<file path="config.mk">
export PLATFORM = sky130hd
export DESIGN_NAME = case_sequencer_flat
export DESIGN_NICKNAME = d
export VERILOG_FILES = /design/src/rtl/case_sequencer_if.sv /design/src/rtl/case_sequencer.sv /design/src/flat_wrapper.sv
export SDC_FILE = /design/constraint.sdc
export NUM_CORES = 1
export LEC_CHECK = 0
export ABC_AREA = 1
export ABC_CLOCK_PERIOD_IN_PS = 2630
export CORE_ASPECT_RATIO = 2
export CORE_MARGIN = 2
export CORE_UTILIZATION = 48
export CTS_BUF_LIST = sky130_fd_sc_hd__clkbuf_8
export DETAILED_ROUTE_END_ITERATION = 16
export HOLD_SLACK_MARGIN = 0.05
export SLEW_MARGIN = 30
export SYNTH_ARGS = -nofsm -noshare
export SYNTH_HDL_FRONTEND = slang
export SYNTH_SLANG_ARGS = --single-unit
</file>
<file path="constraint.sdc">
create_clock -name clk -period 2.63 [get_ports clk]
set_input_delay 0.3945 -clock clk [delete_from_list [all_inputs] [get_ports clk]]
set_output_delay 0.3945 -clock clk [all_outputs]
set_load 0.02 [all_outputs]
</file>
<file path="src/rtl/case_sequencer_if.sv">
// case_sequencer_if
//   Bundles the control inputs and select outputs of case_sequencer so the
//   sequencer and whoever drives it share one port.
//   Signals:
//     run       1 = auto-advance on the prescaler, 0 = manual button stepping
//     dir       0 = count up, 1 = count down
//     step_btn  raw asynchronous push button, active-high
//     Case[1:0] current select value for the LED lighter
//     tick      one-cycle strobe in the first cycle Case holds a new value
//   Modports:
//     master : stimulus side (drives run/dir/step_btn, observes Case/tick)
//     slave  : case_sequencer side
interface case_sequencer_if;
  logic       run;
  logic       dir;
  logic       step_btn;
  logic [1:0] Case;
  logic       tick;

  modport master (output run, dir, step_btn, input Case, tick);
  modport slave  (input run, dir, step_btn, output Case, tick);
endinterface

</file>
<file path="src/rtl/case_sequencer.sv">
// case_sequencer
//   Generates the 2-bit Case select for the one-hot LED lighter.
//   - run=1 : Case steps once every TICK_DIV clocks (free-running prescaler).
//   - run=0 : Case steps once per debounced rising edge of step_btn.
//   Each change of Case is marked by a one-cycle tick in the cycle that the
//   new value is first visible.
//
//   Ports:
//     clk    system clock, rising edge
//     reset  asynchronous, active-high reset
//     bus    case_sequencer_if.slave (run, dir, step_btn in; Case, tick out)
//
//   Parameters:
//     TICK_DIV         clocks per auto advance (>= 2)
//     DEBOUNCE_CYCLES  consecutive stable samples to accept a button change (>= 1)
//
//   Build option:
//     CASE_SEQUENCER_PINGPONG_EN - when defined, dir is ignored and Case
//     bounces 0,1,2,3,2,1,0,... using an internal direction flag. When not
//     defined, dir selects up/down with mod-4 wrap.
module case_sequencer #(
  parameter int TICK_DIV        = 50000000,
  parameter int DEBOUNCE_CYCLES = 1000000
) (
  input  logic               clk,
  input  logic               reset,
  case_sequencer_if.slave    bus
);

  localparam int PW = (TICK_DIV > 2) ? $clog2(TICK_DIV) : 1;
  localparam int CW = (DEBOUNCE_CYCLES > 1) ? $clog2(DEBOUNCE_CYCLES + 1) : 1;

  localparam logic [PW-1:0] PRE_LAST = PW'(TICK_DIV - 1);
  // The WAIT states hold the number of stable samples seen so far; the
  // sample that arrives while count == DEBOUNCE_CYCLES-1 is the final one.
  localparam logic [CW-1:0] DB_LAST  = CW'(DEBOUNCE_CYCLES - 1);
  localparam logic [CW-1:0] DB_ONE   = CW'(1);

  localparam logic [1:0] IDLE_LOW  = 2'd0;
  localparam logic [1:0] WAIT_HIGH = 2'd1;
  localparam logic [1:0] IDLE_HIGH = 2'd2;
  localparam logic [1:0] WAIT_LOW  = 2'd3;

  // ---------------------------------------------------------------------
  // Two-flop synchronizer for the raw button
  // ---------------------------------------------------------------------
  logic [1:0] sync_ff;
  logic       sync_btn;

  always_ff @(posedge clk or posedge reset) begin
    if (reset) sync_ff <= 2'b00;
    else       sync_ff <= {sync_ff[0], bus.step_btn};
  end

  assign sync_btn = sync_ff[1];

  // ---------------------------------------------------------------------
  // Debounce FSM: a level change is accepted only after DEBOUNCE_CYCLES
  // consecutive samples of the new level; any bounce back restarts.
  // ---------------------------------------------------------------------
  logic [1:0]    db_state;
  logic [CW-1:0] db_cnt;
  logic          db_level;
  logic          db_level_d;
  logic          step_req;

  always_ff @(posedge clk or posedge reset) begin
    if (reset) begin
      db_state <= IDLE_LOW;
      db_cnt   <= '0;
      db_level <= 1'b0;
    end else begin
      case (db_state)
        IDLE_LOW: begin
          if (sync_btn) begin
            db_state <= WAIT_HIGH;
            db_cnt   <= DB_ONE;
          end
        end
        WAIT_HIGH: begin
          if (!sync_btn) begin
            db_state <= IDLE_LOW;
            db_cnt   <= '0;
          end else if (db_cnt >= DB_LAST) begin
            db_state <= IDLE_HIGH;
            db_cnt   <= '0;
            db_level <= 1'b1;
          end else begin
            db_cnt <= db_cnt + 1'b1;
          end
        end
        IDLE_HIGH: begin
          if (!sync_btn) begin
            db_state <= WAIT_LOW;
            db_cnt   <= DB_ONE;
          end
        end
        WAIT_LOW: begin
          if (sync_btn) begin
            db_state <= IDLE_HIGH;
            db_cnt   <= '0;
          end else if (db_cnt >= DB_LAST) begin
            db_state <= IDLE_LOW;
            db_cnt   <= '0;
            db_level <= 1'b0;
          end else begin
            db_cnt <= db_cnt + 1'b1;
          end
        end
        default: begin
          db_state <= IDLE_LOW;
          db_cnt   <= '0;
          db_level <= 1'b0;
        end
      endcase
    end
  end

  // Rising edge of the debounced level: one request per press, however long
  // the button is held.
  always_ff @(posedge clk or posedge reset) begin
    if (reset) db_level_d <= 1'b0;
    else       db_level_d <= db_level;
  end

  assign step_req = db_level & ~db_level_d;

  // ---------------------------------------------------------------------
  // Prescaler: cleared while run=0, so the first auto advance after run
  // rises is a full TICK_DIV period away.
  // ---------------------------------------------------------------------
  logic [PW-1:0] presc;
  logic          adv_auto;

  always_ff @(posedge clk or posedge reset) begin
    if (reset)                  presc <= '0;
    else if (!bus.run)          presc <= '0;
    else if (presc == PRE_LAST) presc <= '0;
    else                        presc <= presc + 1'b1;
  end

  assign adv_auto = (presc == PRE_LAST);

  // run gates both sources, so run falling in the terminal cycle cancels
  // that advance and button requests are dropped in auto mode.
  logic adv;
  assign adv = (bus.run & adv_auto) | (~bus.run & step_req);

  // ---------------------------------------------------------------------
  // Next Case value
  // ---------------------------------------------------------------------
  logic [1:0] case_q;
  logic [1:0] case_nxt;
  logic       tick_q;

`ifdef CASE_SEQUENCER_PINGPONG_EN
  // Direction flag: 1 = up. It flips on the advance that would otherwise
  // wrap, and the step uses the flipped direction so the ends are visited
  // once (..2,3,2.. and ..1,0,1..).
  logic up_dir;
  logic up_nxt;

  always_comb begin
    up_nxt = up_dir;
    if (up_dir && (case_q == 2'd3))       up_nxt = 1'b0;
    else if (!up_dir && (case_q == 2'd0)) up_nxt = 1'b1;
    case_nxt = up_nxt ? (case_q + 2'd1) : (case_q - 2'd1);
  end

  always_ff @(posedge clk or posedge reset) begin
    if (reset)    up_dir <= 1'b1;
    else if (adv) up_dir <= up_nxt;
  end
`else
  // dir only matters in the advance cycle; 2-bit arithmetic wraps 3->0 / 0->3.
  always_comb begin
    case_nxt = bus.dir ? (case_q - 2'd1) : (case_q + 2'd1);
  end
`endif

  always_ff @(posedge clk or posedge reset) begin
    if (reset) begin
      case_q <= 2'b00;
      tick_q <= 1'b0;
    end else begin
      tick_q <= adv;
      if (adv) case_q <= case_nxt;
    end
  end

  assign bus.Case = case_q;
  assign bus.tick = tick_q;

endmodule
</file>
<file path="src/flat_wrapper.sv">
// flat-port wrapper written by rule: the top's interface ports become plain ports
module case_sequencer_flat 
#(
  parameter int TICK_DIV        = 50000000,
  parameter int DEBOUNCE_CYCLES = 1000000
)
  (clk, reset, bus_run, bus_dir, bus_step_btn, bus_Case, bus_tick);
  case_sequencer_if bus_i ();
  input  logic clk;
  input  logic reset;
  input wire logic [$bits(bus_i.run)-1:0] bus_run;
  input wire logic [$bits(bus_i.dir)-1:0] bus_dir;
  input wire logic [$bits(bus_i.step_btn)-1:0] bus_step_btn;
  output wire logic [$bits(bus_i.Case)-1:0] bus_Case;
  output wire logic [$bits(bus_i.tick)-1:0] bus_tick;
  assign bus_i.run = bus_run;
  assign bus_i.dir = bus_dir;
  assign bus_i.step_btn = bus_step_btn;
  assign bus_Case = bus_i.Case;
  assign bus_tick = bus_i.tick;
  case_sequencer #(.TICK_DIV(TICK_DIV), .DEBOUNCE_CYCLES(DEBOUNCE_CYCLES)) u_core (.clk(clk), .reset(reset), .bus(bus_i));
endmodule
</file>
==> Word-level counts from Yosys, hierarchy flattened <==
Index checks and enable logic that the tools add are counted.
{ "op_classes": {"order_cmp": 1, "n_eq_ne": 12, "mux": 21, "bitwise_logic": 6, "n_addsub": 4, "n_reduce_logical": 5} }
{ "ops": {"columns": ["cell", "n"], "rows": [
  ["$mux 20", 5],
  ["$pmux 20 s4", 1],
  ["$mux 26", 2],
  ["$add 26x1->26 const B", 1],
  ["$eq 26x26->1 const B", 1],
  ["$add 20x1->20 const B", 1],
  ["$ge 20x20->1 const B", 1],
  ["$mux 2", 7],
  ["$ne 2x1->1 const B", 4],
  ["$pmux 2 s4", 1],
  ["$reduce_and 5->1", 1],
  ["$eq 2x2->1 const B", 2],
  ["$mux 1", 4],
  ["$ne 2x2->1 const B", 2],
  ["$reduce_and 4->1", 1],
  ["$and 1x1->1", 3],
  ["$ne 3x1->1 const B", 1],
  ["$ne 3x3->1 const B", 1],
  ["$add 2x1->2 const B", 1],
  ["$eq 2x1->1 const B", 1],
  ["$logic_not 2->1", 1],
  ["$not 1->1", 2],
  ["$pmux 1 s2", 1],
  ["$reduce_and 2->1", 1],
  ["other kinds (3)", 3]
]} }
{ "totals": {"input_bits": 5, "wordCells": 57, "reg_bits": 55, "out_inout_bits": 3} }

==> Longest topological paths before layout <==
Gate-level depths: netlist of the first run.
{ "depth": {"depth_word": 4, "depth_mapped": 10, "depth_no_buf": 9} }

==> Least setup slack after synthesis of the first run <==
OpenSTA, ideal clock, no wires.
{ "synth_timing": {"path_kind": "reg-to-reg", "start": "reg u_core.db_cnt[0]", "end": "reg u_core.db_cnt[4]", "required_time_ns": 2.499, "n_path_buf": 1, "path_stages_with_launch": 8, "period_less_slack_ns": 1.456, "setup_time_ns": 0.131, "slack_ns": 1.174, "t_arrival_ns": 1.325, "path_cell_list": "dfrtp_1 -> ha_1 -> nand2_2 -> nor3_4 -> nand3_2 -> nand4_4 -> buf_12 -> o22ai_2"} }
{ "synth_between": {"elab_chain_len": 4, "word_cells_on_any_way": 6, "classes_between": "add/sub: 1; order compare: 1; mux: 4"} }
{ "synth_lines": {"columns": ["element", "line_no", "rtl"], "rows": [
  ["start: declaration", "case_sequencer.sv:62", "logic [CW-1:0] db_cnt;"],
  ["start signal: assignment", "case_sequencer.sv:89", "db_cnt <= db_cnt + 1'b1;"],
  ["start signal: assignment", "case_sequencer.sv:107", "db_cnt <= db_cnt + 1'b1;"],
  ["$add 20x1->20 / $ge 20x20->1 (equally long branches)", null, null],
  ["$mux 20 (*)", "case_sequencer.sv:84, case_sequencer.sv:102", null],
  ["$mux 20, on equally long branches", "case_sequencer.sv:99, case_sequencer.sv:81", null],
  ["$pmux 20 s4 (*)", "case_sequencer.sv:73", "case (db_state)"]
]} }
Every way passes the cells marked *; elsewhere a longest branch is shown, timed or not.
A chain may end at the register's enable or synchronous reset.

==> Final worst setup path of the first run <==
{ "layout_timing": {"start": "reg u_core.db_cnt[0]", "end": "reg u_core.db_state[0]"} }
{ "layout_between": {"elab_chain_len": 3, "word_cells_on_any_way": 4, "classes_between": "order compare: 1; eq/ne: 2; reduce/logical: 1"} }
{ "layout_lines": {"columns": ["element", "line_no", "rtl"], "rows": [
  ["$ge 20x20->1 (*)", "case_sequencer.sv:84, case_sequencer.sv:102", null],
  ["$ne 3x1->1 (no source line) / $ne 3x3->1 (equally long branches)", null, null],
  ["$reduce_and 4->1 (no source line) (*)", null, null],
  ["end signal: assignment", "case_sequencer.sv:82", "db_state <= IDLE_LOW;"],
  ["end signal: assignment", "case_sequencer.sv:85", "db_state <= IDLE_HIGH;"],
  ["end signal: assignment", "case_sequencer.sv:103", "db_state <= IDLE_LOW;"],
  ["end: declaration", "case_sequencer.sv:61", "logic [1:0] db_state;"]
]} }
Marks and branches as above.

==> impl_metrics.env, run 1 <==
export IMPL_drtIter0Drc=110
export IMPL_pre_cts_ws_ns=0.867
export IMPL_num_rows=42
export IMPL_grt_first_pass_wirelength_um=13100
export IMPL_antenna_left=0
export IMPL_cts_buffer_depth=2
export IMPL_syn_area_per_cell_um2=7.86
export IMPL_htree_levels=2
export IMPL_yosysSeqAreaShare_pct=41.9
export IMPL_fin_crit_ns=1.77
export IMPL_worst_setup_path_end_kind="flip-flop"
export IMPL_vias=2683
export IMPL_gr_total_overflow=0
export IMPL_hpwlAfterDp_um=6090
export IMPL_fill_cells=661
export IMPL_final_instance_count_excl_fill=518
export IMPL_fin_ws_ns=0.857
export IMPL_crit_chain="ha_1, nand2_2, nor3_4, nand3_2, nand4_4, nand2_1, inv_1, nor2_1"
export IMPL_yosys_cell_types_count=33
export IMPL_routedWlPerCell_um=14.9
export IMPL_finalHoldViolations=0
export IMPL_setup_violations=0
export IMPL_start_util_pct=49.6
export IMPL_holdBufCountCts=0
export IMPL_cts_reportedPaths_clkPinSlew_ns=0.09
export IMPL_dp_cells=511
export IMPL_postSynth_asyncResetShare_pct=100
export IMPL_hp_class="reg2reg"
export IMPL_area_delta_synth_final_pct=8.49
export IMPL_synth_ff_latch_count=55
export IMPL_nets=437
export IMPL_final_common_cell="nand2_1"
export IMPL_leakage_uw=0.00148
export IMPL_clk_latency_ns=0.31
export IMPL_worst_ep_arrival_time_ns=1.98
export IMPL_netlist_area_um2=3290
export IMPL_crit_path_start_kind="flip-flop"
export IMPL_grt_usage_pct=22.6
export IMPL_tritoncts="done"
export IMPL_status="finished clean"
export IMPL_num_io_pins=8
export IMPL_mostFrequentLayoutCells="102 x nand2_1, 61 x nor2_1, 55 x dfrtp_1"
export IMPL_cpPeakStageDelay_ns=0.42
export IMPL_grt_max_degree=34
export IMPL_cts_resized=0
export IMPL_path_max_fanout=14
export IMPL_gp_congestion=0.893
export IMPL_cts_sinks=55
export IMPL_route_detailed_drc=0
export IMPL_drv_cap=0
export IMPL_worstMarginPinSlew_ns=0.549
export IMPL_synth_nets=425
export IMPL_ys_warn_count=0
export IMPL_p_per_area_nw_per_um2=512
export IMPL_via_per_inst=5.18
export IMPL_cp_data_required_time_ns=2.83
export IMPL_critPathKind="reg2reg"
export IMPL_synth_edf_count=0
export IMPL_postSynthCellCount=418
export IMPL_coreArea_um2=6620
export IMPL_drive_gt1_share_pct=13.7
export IMPL_use_met1_pct=20.9
export IMPL_antenna_found_initial=0
export IMPL_numCtsBuffers=5
export IMPL_vdd_ir_drop_max_mv=0.455
export IMPL_dr_pass1_iters=4
export IMPL_drt_wl_total_um=7730
export IMPL_slew_viol_final=0
export IMPL_maxSlewHeadroom_pct=63.4
export IMPL_fin_tns_setup_ns=0
export IMPL_synth_ff_type="dfrtp_1"
export IMPL_grt_met2_usage_pct=46.0
export IMPL_grt_busiest_layer="met2"
export IMPL_grt_pass1_vias=2789
export IMPL_dieArea_um2=7570
export IMPL_finClkSkew_ns=0.00801
export IMPL_fin_hold_ws_ns=0.394
export IMPL_critPathSlowestCell="dfrtp_1"
export IMPL_fin_crit_sh_pct=67.4
export IMPL_grt_util_met3_pct=2.97
export IMPL_rsz0062_at_grt="false"
export IMPL_dieWidth_um=62.5
export IMPL_post_cts_setup_buffers=0
export IMPL_die_h_um=121
export IMPL_root_buffer="clkbuf_8"
export IMPL_io_buffers=7
export IMPL_max_freq_mhz=564
export IMPL_n_antenna_cell=0
## worst max-delay path: cells and delay by family (launching register included)
family / cells / cell delay [ns]
simple gates: 6 / 0.92
flops: 1 / 0.42
fa+ha+maj: 1 / 0.23
buf+inv: 1 / 0.09
## metrics by stage
step,utilization [%],cell area [um2],total power (uW)
6_report,53.9,3570,1830
5_1_grt,53.9,3570,1920
4_1_cts,53.9,3570,1860
2_1_floorplan,-,3290,1220
3_5_place_dp,52.3,3460,1300
3_3_place_gp,52.3,3460,1300
## flip-flops by register name, indices dropped and copies added, names as in the netlist, named ones only
name,flops
u_core.db_cnt,20
u_core.presc,26
u_core.db_level_d,1
u_core.sync_ff,2
u_core.bus.tick,1
u_core.db_state,1
u_core.bus.Case,2
u_core.db_level,1
## synth_stat cells, types with 2 or more instances
cell type	count	share of area, %
nand2_2	9	1.7
nor2_2	8	1.5
nor3_2	5	1.5
nor3_1	6	0.91
nand2_1	102	12
clkinv_1	3	0.34
o21ai_0	9	1.4
nor2_1	61	7.0
or2_1	2	0.38
xor2_1	19	5.1
o21bai_1	3	0.69
o22ai_2	10	3.8
inv_1	42	4.8
buf_2	3	0.46
nor2_4	5	1.7
xnor2_1	6	1.6
nand3_2	5	1.5
ha_1	2	0.76
or2_2	2	0.38
dfrtp_1	55	42
nand4_1	7	1.3
nand3_1	41	6.2
inv_2	3	0.34
## final timing paths
kind	start	end	slack (ns)	depth (start not counted)
max in group asynchronous	reset	u_core.db_cnt[19]	1.61	3
worst max-delay path	u_core.db_cnt[0]	u_core.db_state[0]	0.86	8
min in group asynchronous	reset	u_core.presc[7]	0.43	2
worst min-delay path	u_core.sync_ff[0]	u_core.sync_ff[1]	0.39	0
worst max register to register	u_core.db_cnt[0]	u_core.db_state[0]	0.86	8
worst min register to register	u_core.sync_ff[0]	u_core.sync_ff[1]	0.39	0
## final cells by class
cell class	count	area [um2]	share of cell area [%]
timing repair buffer	10	105	2.95
clock inverter	2	33.8	0.947
tap	88	110	3.09
inverter	48	180	5.05
multi-input combinational	310	1690	47.4
clock buffer	5	68.8	1.93
sequential	55	1380	38.6
## cells by family (layout without fill, tap and decap cells)
group / after synthesis / count (layout) / share of synthesized area (%)
and+or+nand+nor: 257 / 257 / 37.5
DFF: 55 / 55 / 41.9
buffers and inverters: 53 / 65 / 6.66
AOI/OAI and AO/OA: 26 / 26 / 6.59
xor gates and xnor gates: 25 / 25 / 6.66
adders and majority gates: 2 / 2 / 0.761
## where the power goes
| group | total (uW) | switching [uW] | internal (uW) |
|---|---|---|---|
| logic | 357 | 251 | 106 |
| clock network | 547 | 271 | 276 |
| registers | 922 | 40.2 | 882 |
## metal layers
layer	vias up	part of all wire (%)
li1	1355	-
met5	-	0
met3	13	1.5
met2	36	60
met1	1279	35
met4	0	3.3
Note: power is estimated with default switching activity, not from simulation.
==> run 2: changes to the inputs <==
- ABC_CLOCK_PERIOD_IN_PS: 2630 -> 1800
- clock period: 2.63 -> 1.8 ns (I/O delays scaled with it)
==> run 2 against run 1 <==
Clock skew is 0.0024 ns higher. Clock power is 47% higher. Global-route usage is essentially flat. Core utilization up 1.1 points. First-iteration DRC count grew 15%. Fmax grew 4.2%. Clock-buffer cell count is the same.
==> impl_metrics.env, run 2 (same netlist as run 1, synthesis figures left out) <==
export IMPL_cp_common_cell="nand2_1"
export IMPL_cts_reportedPaths_clkPinSlew_ns=0.10
export IMPL_gp_congestion=0.886
export IMPL_finalHoldViolations=0
export IMPL_start_util_pct=49.6
export IMPL_p_per_area_nw_per_um2=745
export IMPL_holdBufCountCts=0
export IMPL_grt_usage_pct=22.6
export IMPL_worst_setup_path_end_kind="flip-flop"
export IMPL_final_common_cell="nand2_1"
export IMPL_n_antenna_cell=0
export IMPL_r2r_slack_ns=0.1
export IMPL_htree_levels=2
export IMPL_routedWlPerCell_um=14.8
export IMPL_fin_total_pwr_uw=2710
export IMPL_path_max_fanout=8
export IMPL_hpwlAfterDp_um=6180
export IMPL_drv_cap=0
export IMPL_dieWidth_um=62.5
export IMPL_mostFrequentLayoutCells="102 x nand2_1, 61 x nor2_1, 55 x dfrtp_1"
export IMPL_io_buffers=7
export IMPL_antenna_found_initial=0
export IMPL_clk_latency_ns=0.32
export IMPL_gr_total_overflow=0
export IMPL_area_delta_synth_final_pct=10.8
export IMPL_num_rows=42
export IMPL_num_io_pins=8
export IMPL_finClkSkew_ns=0.0104
export IMPL_cts_sinks=55
export IMPL_largest_reg_flops=26
export IMPL_worstMarginPinSlew_ns=0.345
export IMPL_dieArea_um2=7570
export IMPL_fin_tns_setup_ns=0
export IMPL_root_buffer="clkbuf_8"
export IMPL_drtIter0Drc=126
export IMPL_cpPeakStageDelay_ns=0.39
export IMPL_crit_path_start_kind="flip-flop"
export IMPL_largest_register="u_core.presc"
export IMPL_coreArea_um2=6620
export IMPL_largestRegisters="u_core.presc (26), u_core.db_cnt (20)"
export IMPL_setup_violations=0
export IMPL_max_freq_mhz=588
export IMPL_drive_gt1_share_pct=15.5
export IMPL_route_detailed_drc=0
export IMPL_antenna_left=0
export IMPL_vdd_ir_drop_max_mv=0.976
export IMPL_maxSlewHeadroom_pct=76.8
export IMPL_nets=445
export IMPL_tritoncts="done"
export IMPL_cp_data_required_time_ns=2.01
export IMPL_crit_chain="ha_2, nand2_1, nor2_4, nand2_1, nor2_2, nand2_2, nand3_1, nor2_1"
export IMPL_vias=2728
export IMPL_grt_max_degree=56
export IMPL_leakage_uw=0.00152
export IMPL_final_instance_count_excl_fill=526
export IMPL_dr_pass1_iters=4
export IMPL_fin_crit_ns=1.70
export IMPL_hp_class="in2async"
export IMPL_cts_buffer_depth=2
export IMPL_grt_first_pass_wirelength_um=13100
export IMPL_dp_cells=519
export IMPL_status="finished clean"
export IMPL_numCtsBuffers=5
export IMPL_via_per_inst=5.19
export IMPL_die_h_um=121
export IMPL_critPathKind="reg2reg"
export IMPL_worst_ep_arrival_time_ns=1.91
export IMPL_fin_crit_sh_pct=94.5
export IMPL_fin_hold_ws_ns=0.311
export IMPL_critPathSlowestCell="dfrtp_1"
export IMPL_rsz0062_at_grt="false"
export IMPL_grt_pass1_vias=2818
export IMPL_drt_wl_total_um=7790
export IMPL_slew_viol_final=0
==> run 2: cell types whose count changed in the layout (fill, tap and decap cells not counted), sizes merged <==
cell / before / now
buf: 3 / 11
==> run 2: metrics by stage <==
step                instance area [um2]  worst slack (ns)  utilization [%]
floorplan                          3290             0.187                -
global placement                   3540            0.0648             53.4
detailed placement                 3540            0.0720             53.4
CTS                                3640            0.0436             55.0
global route                       3640           0.00833             55.0
finish                             3640            0.0984             55.0
==> run 2: path summary, 6_finish.rpt <==
| check | startpoint | endpoint | cells after the start |
|---|---|---|---|
| worst max-delay path | u_core.presc[0] | u_core.presc[22] | 8 |
| worst min-delay path | reset | u_core.db_state[0] | 3 |
| worst max register to register | u_core.presc[0] | u_core.presc[22] | 8 |
| worst min register to register | u_core.sync_ff[0] | u_core.sync_ff[1] | 0 |
| max in group asynchronous | reset | u_core.db_cnt[17] | 3 |
| min in group clk | u_core.sync_ff[0] | u_core.sync_ff[1] | 0 |
==> run 2: timing repair <==
item,4_1_cts,5_1_grt
endpoints found under the hold margin,0,0
buffers inserted,0,0
endpoints found under the setup margin,0,7
resized for setup,0,1
==> run 2: layout make-up <==
type | count | area, um2
multi-input cells | 310 | 1690
repair buffers | 18 | 178
inverters | 48 | 180
clock inverters | 2 | 33.8
flip-flops and latches | 55 | 1380
well taps | 88 | 110
clock buffers | 5 | 68.8
fillers | 684 | 2980
==> run 2: where the power goes <==
group | switching (uW) | internal, uW
clock network | 400 | 403
registers | 55.5 | 1290
logic | 367 | 198
total | 823 | 1890
==> run 2: critical path: cells and delay by family (launching register included) <==
kind	cells	cell delay, ns
adder cells (fa/ha/maj)	1	0.24
flip-flops	1	0.39
AND/OR/NAND/NOR	7	0.97
==> run 2: per-layer routing <==
layer / routed length [um] / track usage, %
met5: 0 / 0
met4: 537 / 16.7
met3: 139 / 2.69
met2: 4470 / 43.7
met1: 2650 / 20.9
==> run 3: changes to the inputs <==
--- a/config.mk
+++ b/config.mk
@@ -15,2 +15,4 @@
 export HOLD_SLACK_MARGIN = 0.05
+export SETUP_SLACK_MARGIN = 0.5
+export SKIP_CTS_REPAIR_TIMING = 1
 export SLEW_MARGIN = 30
==> constraint.sdc (replaced) <==
create_clock -name clk -period 1.8 [get_ports clk]
set_input_delay 0.36 -clock clk [delete_from_list [all_inputs] [get_ports clk]]
set_output_delay 0.36 -clock clk [all_outputs]
set_load 0.02 [all_outputs]
==> run 3 against run 2 <==
First-iteration DRC count increased by 22%. Sequential cell count unchanged. Clock-buffer cell count increased by 1. Sequential share of layout area decreased by 5.4 points. Via count increased by 8.8%. Combinational power increased by 47%. Routed wire length increased by 14%. Worst setup slack improved by 0.11 ns. Clock power increased by 11%. Clock skew decreased by 0.0021 ns. Critical path type unchanged. Largest cell class unchanged.
==> impl_metrics.env, run 3 (same netlist as run 1, synthesis figures left out) <==
export IMPL_status="finished clean"
export IMPL_area_delta_synth_final_pct=30.6
export IMPL_numCtsBuffers=5
export IMPL_clk_latency_ns=0.32
export IMPL_final_common_cell="nand2_1"
export IMPL_n_antenna_cell=0
export IMPL_fin_ws_ns=0.205
export IMPL_cts_sinks=55
export IMPL_grt_max_degree=25
export IMPL_fin_crit_sh_pct=88.6
export IMPL_fin_crit_ns=1.60
export IMPL_p_per_area_nw_per_um2=721
export IMPL_num_rows=42
export IMPL_dr_pass1_iters=4
export IMPL_grt_usage_pct=22.9
export IMPL_io_buffers=7
export IMPL_gp_congestion=1.03
export IMPL_dp_cells=517
export IMPL_tritoncts="done"
export IMPL_final_instance_count_excl_fill=554
export IMPL_finClkSkew_ns=0.00833
export IMPL_nets=472
export IMPL_antenna_found_initial=0
export IMPL_htree_levels=2
export IMPL_pre_cts_ws_ns=0.167
export IMPL_worstHoldPathCells=0
export IMPL_leakage_uw=0.00186
export IMPL_drt_wl_total_um=8850
export IMPL_crit_path_start_kind="flip-flop"
export IMPL_setup_violations=0
export IMPL_hp_class="reg2reg"
export IMPL_via_per_inst=5.36
export IMPL_coreArea_um2=6620
export IMPL_start_util_pct=49.6
export IMPL_min_from="u_core.sync_ff[0]"
export IMPL_mostFrequentLayoutCells="84 x nand2_1, 43 x dfrtp_1, 41 x nor2_1"
export IMPL_vias=2967
export IMPL_path_max_fanout=5
export IMPL_dieWidth_um=62.5
export IMPL_critPathKind="reg2reg"
export IMPL_drv_cap=0
export IMPL_grt_pass1_vias=2874
export IMPL_route_detailed_drc=0
export IMPL_slew_viol_final=0
export IMPL_worst_setup_path_end_kind="flip-flop"
export IMPL_grt_first_pass_wirelength_um=13200
export IMPL_fin_tns_setup_ns=0
export IMPL_worstMarginPinSlew_ns=0.407
export IMPL_worst_ep_arrival_time_ns=1.80
export IMPL_setup_worst_path_start="u_core.db_cnt[0]"
export IMPL_routedWlPerCell_um=16.0
export IMPL_antenna_left=0
export IMPL_cts_buffer_depth=2
export IMPL_largest_register="u_core.presc"
export IMPL_dieArea_um2=7570
export IMPL_drive_gt1_share_pct=37.8
export IMPL_root_buffer="clkbuf_8"
export IMPL_largestRegisters="u_core.presc (26), u_core.db_cnt (20)"
export IMPL_largest_reg_flops=26
export IMPL_hpwlAfterDp_um=6220
export IMPL_gr_total_overflow=0
export IMPL_drtIter0Drc=154
export IMPL_cts_reportedPaths_clkPinSlew_ns=0.11
export IMPL_vdd_ir_drop_max_mv=0.828
export IMPL_fill_cells=583
export IMPL_die_h_um=121
export IMPL_rsz0062_at_grt="true"
export IMPL_timing_rr_start="u_core.db_cnt[0]"
export IMPL_max_freq_mhz=627
export IMPL_num_io_pins=8
export IMPL_rr_worst_depth=7
export IMPL_finalHoldViolations=0
export IMPL_maxSlewHeadroom_pct=72.8
export IMPL_cp_data_required_time_ns=2.01
## run 3: cell types whose count changed in the layout (fill, tap and decap cells not counted), moves of 13 or more
cell,before,now
nand3_1,41,25
nand2_1,102,84
nor2_1,61,41
nand3_2,5,18
buf_4,9,26
## run 3: stage by stage
step	util, %	instance area (um2)	power, uW	hold slack, ns
final	64.8	4290	3100	0.360
after global routing	64.8	4290	3250	0.368
after CTS	56.1	3710	2830	0.361
after detailed placement	54.3	3590	1930	0.336
after global placement	54.3	3590	1910	0.332
after floorplan	-	3360	1800	0.331
## run 3: where the power goes
part           total [uW]  switching, uW  internal, uW
combinational         832            478           354
clock                 893            435           458
sequential           1370           78.5          1290
total                3100            992          2110
## run 3: per-layer routing
layer  up-vias  track usage [%]  part of all wire (%)
met4         0             12.1                   5.8
met5         -                0                     0
met3        34             2.69                   2.2
met2        66             47.4                    59
met1      1437             20.5                    33
li1       1430                -                     -
## run 3: area by class of cell
class	count	area, um2	share of cell area [%]
multi-input combinational	311	2080	48.4
timing repair buffer	44	408	9.50
clock buffer	6	82.6	1.92
tap	88	110	2.56
sequential	55	1390	32.4
inverter	48	186	4.34
clock inverter	2	38.8	0.904
## run 3: final timing paths
check	endpoint	slack [ns]
min in group asynchronous	u_core.db_cnt[7]	0.38
worst min-delay path	u_core.sync_ff[1]	0.36
worst max-delay path	u_core.db_cnt[4]	0.20
worst max register to register	u_core.db_cnt[4]	0.20
max in group asynchronous	u_core.presc[11]	0.97
worst min register to register	u_core.sync_ff[1]	0.36
## run 3: worst max-delay path, cell delays in order (launching register included)
cell     delay, ns
dfrtp_2       0.44
ha_4          0.17
nand2_4       0.06
nor3_4        0.26
nand3_4       0.17
nand4_4       0.18
buf_12        0.15
o22ai_2       0.05
==> RTL edit: new RTL, config.mk and constraints of run 3 <==
`TICK_DIV` is set to 50000000 in 2 places; all go to 100000000.
--- a/src/rtl/case_sequencer.sv
+++ b/src/rtl/case_sequencer.sv
@@ -19,7 +19,7 @@
 //     bounces 0,1,2,3,2,1,0,... using an internal direction flag. When not
 //     defined, dir selects up/down with mod-4 wrap.
 module case_sequencer #(
-  parameter int TICK_DIV        = 50000000,
+  parameter int TICK_DIV        = 100000000,
   parameter int DEBOUNCE_CYCLES = 1000000
 ) (
   input  logic               clk,
--- a/src/flat_wrapper.sv
+++ b/src/flat_wrapper.sv
@@ -1,7 +1,7 @@
 // flat-port wrapper written by rule: the top's interface ports become plain ports
 module case_sequencer_flat 
 #(
-  parameter int TICK_DIV        = 50000000,
+  parameter int TICK_DIV        = 100000000,
   parameter int DEBOUNCE_CYCLES = 1000000
 )
   (clk, reset, bus_run, bus_dir, bus_step_btn, bus_Case, bus_tick);
Function: same outputs for any inputs over 10 cycles, from zero or initial values and one cycle with reset high; that may be too few to reach the edited logic, so the function may still have changed.
==> RTL edit against run 3 <==
Total power shrank 2.1%; worst setup slack better by 10 ps; first-iteration DRC count increased by 29%; sequential cell count increased by 1; clock power decreased by 20%; sequential power grew 3%; area after synthesis grew 1.5%; routed wire length fell by 8.2%; synthesized cell count grew 5.7%; final area down 0.90%; critical endpoint is now u_core.presc[26]; largest cell class unchanged; largest power group unchanged; highest routed layer unchanged.
==> RTL edit: results (changes against run 3) <==
Worst Skew 7.954 ps (-0.3744 ps); status completed; First-pass DRT Iterations 5 (+1); post-route insts no fill 579 (+4.5%); FILL cells 612 (+5.0%); dpl hpwl 5527 µm (-11%); post-place setup slack 179.2 ps (+12.58 ps); Synth Area per Inst 7.550 µm² (-4.0%); later-pin clock latency in the skew report 320 ps (about the same); share of cells above drive strength 1 31.70% (-6.1 points); Largest regs u_core.presc (27), u_core.db_cnt (20); Critical Path Sink Type register; synth top area cells dfrtp_1, nand2_1, nor2_1; Post-synth top cells nand2_1, nor2_1, dfrtp_1; Total GRT Usage 21.37% (-1.5 points); clk root buf clkbuf_8; initial antenna violation count 0 (unchanged); CP max FO 5 (unchanged); largest net degree at the start of global routing 57 (+130%); Ys Warns 0 (unchanged); Vias 3062 (+3.2%); WL per Instance 14.04 µm (-12%); register area share after synthesis 41.99% (+0.12 points); Syn Nets 449 (+5.6%); P_leak 1.850 nW (-0.57%); VDD IR max 0.0008046 V (-2.8%); input/output buffers 7 (unchanged); placed cells 540 (+4.4%); RePlAce Congestion 0.9409 (-9.0%); Worst-path clk slew 100 ps; internal power 2.043 mW (-3.0%); relative slew slack 74.70% (+1.9 points); first-pass GRT wire length 13010 µm (-1.7%); number of H-tree levels 2 (unchanged); number of global-route vias before repair 2781 (-3.2%); initial drt markers 198 (+29%); antenna diode instance count 0 (unchanged); library cells used by synthesis 35 (+6.1%); Nets 495 (+4.9%)
-- RTL edit: final timing paths --
check                      slack [ps]               from  cells after the start                 to
setup / recovery                  220    u_core.presc[0]                      8   u_core.presc[26]
hold / removal                    350  u_core.sync_ff[0]                      0  u_core.sync_ff[1]
setup reg to reg                  220    u_core.presc[0]                      8   u_core.presc[26]
hold reg to reg                   350  u_core.sync_ff[0]                      0  u_core.sync_ff[1]
max in group asynchronous        1060              reset                      3  u_core.db_cnt[13]
min in group asynchronous         470              reset                      3   u_core.db_cnt[3]
-- RTL edit: critical path, cell delays in order, from the launching register on --
cell	delay (ps)
dfrtp_2	460
ha_4	170
nand2_4	60
nor2_4	210
nand2_4	130
nor3_4	210
nand3_1	110
nand3_1	90
nor2_1	40
-- RTL edit: power by group through the flow --
stage               clock, mW  sequential, mW  combinational (mW)
finish                  0.711            1.41               0.915
global route            0.780            1.41               0.991
CTS                     0.740            1.39               0.550
detailed placement          0            1.41               0.547
global placement            0            1.41               0.537
floorplan                   0            1.40               0.464
-- RTL edit: cells by family (layout without fill, tap and decap cells) --
logic type | Yosys count | count (layout) | synth area share (%)
adder cells (fa/ha/maj) | 2 | 2 | 0.7498
AND/OR/NAND/NOR | 283 | 284 | 38.62
AO/OA/AOI/OAI | 25 | 25 | 5.774
XOR/XNOR | 23 | 23 | 6.262
buffers and inverters | 53 | 99 | 6.599
flip-flops | 56 | 56 | 41.99
-- RTL edit: per-stage QoR --
step / util (%) / cell area, µm²
5_1_grt: 62.26 / 4254
6_report: 62.26 / 4254
3_5_place_dp: 52.87 / 3612
4_1_cts: 54.18 / 3702
3_3_place_gp: 52.87 / 3612
2_1_floorplan: - / 3416
-- RTL edit: routing by layer --
layer	global-route usage (%)	routed length (µm)	up-vias
met2	35.11	4096	76
met3	3.232	330	13
met1	28.36	3543	1470
met5	0	0	-
met4	8.194	160	0
li1	-	-	1503
-- RTL edit: layout make-up --
class                   instances  share of cell area, %
clock buffers                   6                  1.941
clock inverters                 2                 0.1765
inverters                      49                  4.529
multi-input cells             334                  48.59
flip-flops and latches         56                  33.26
well taps                      90                  2.647
repair buffers                 42                  8.853
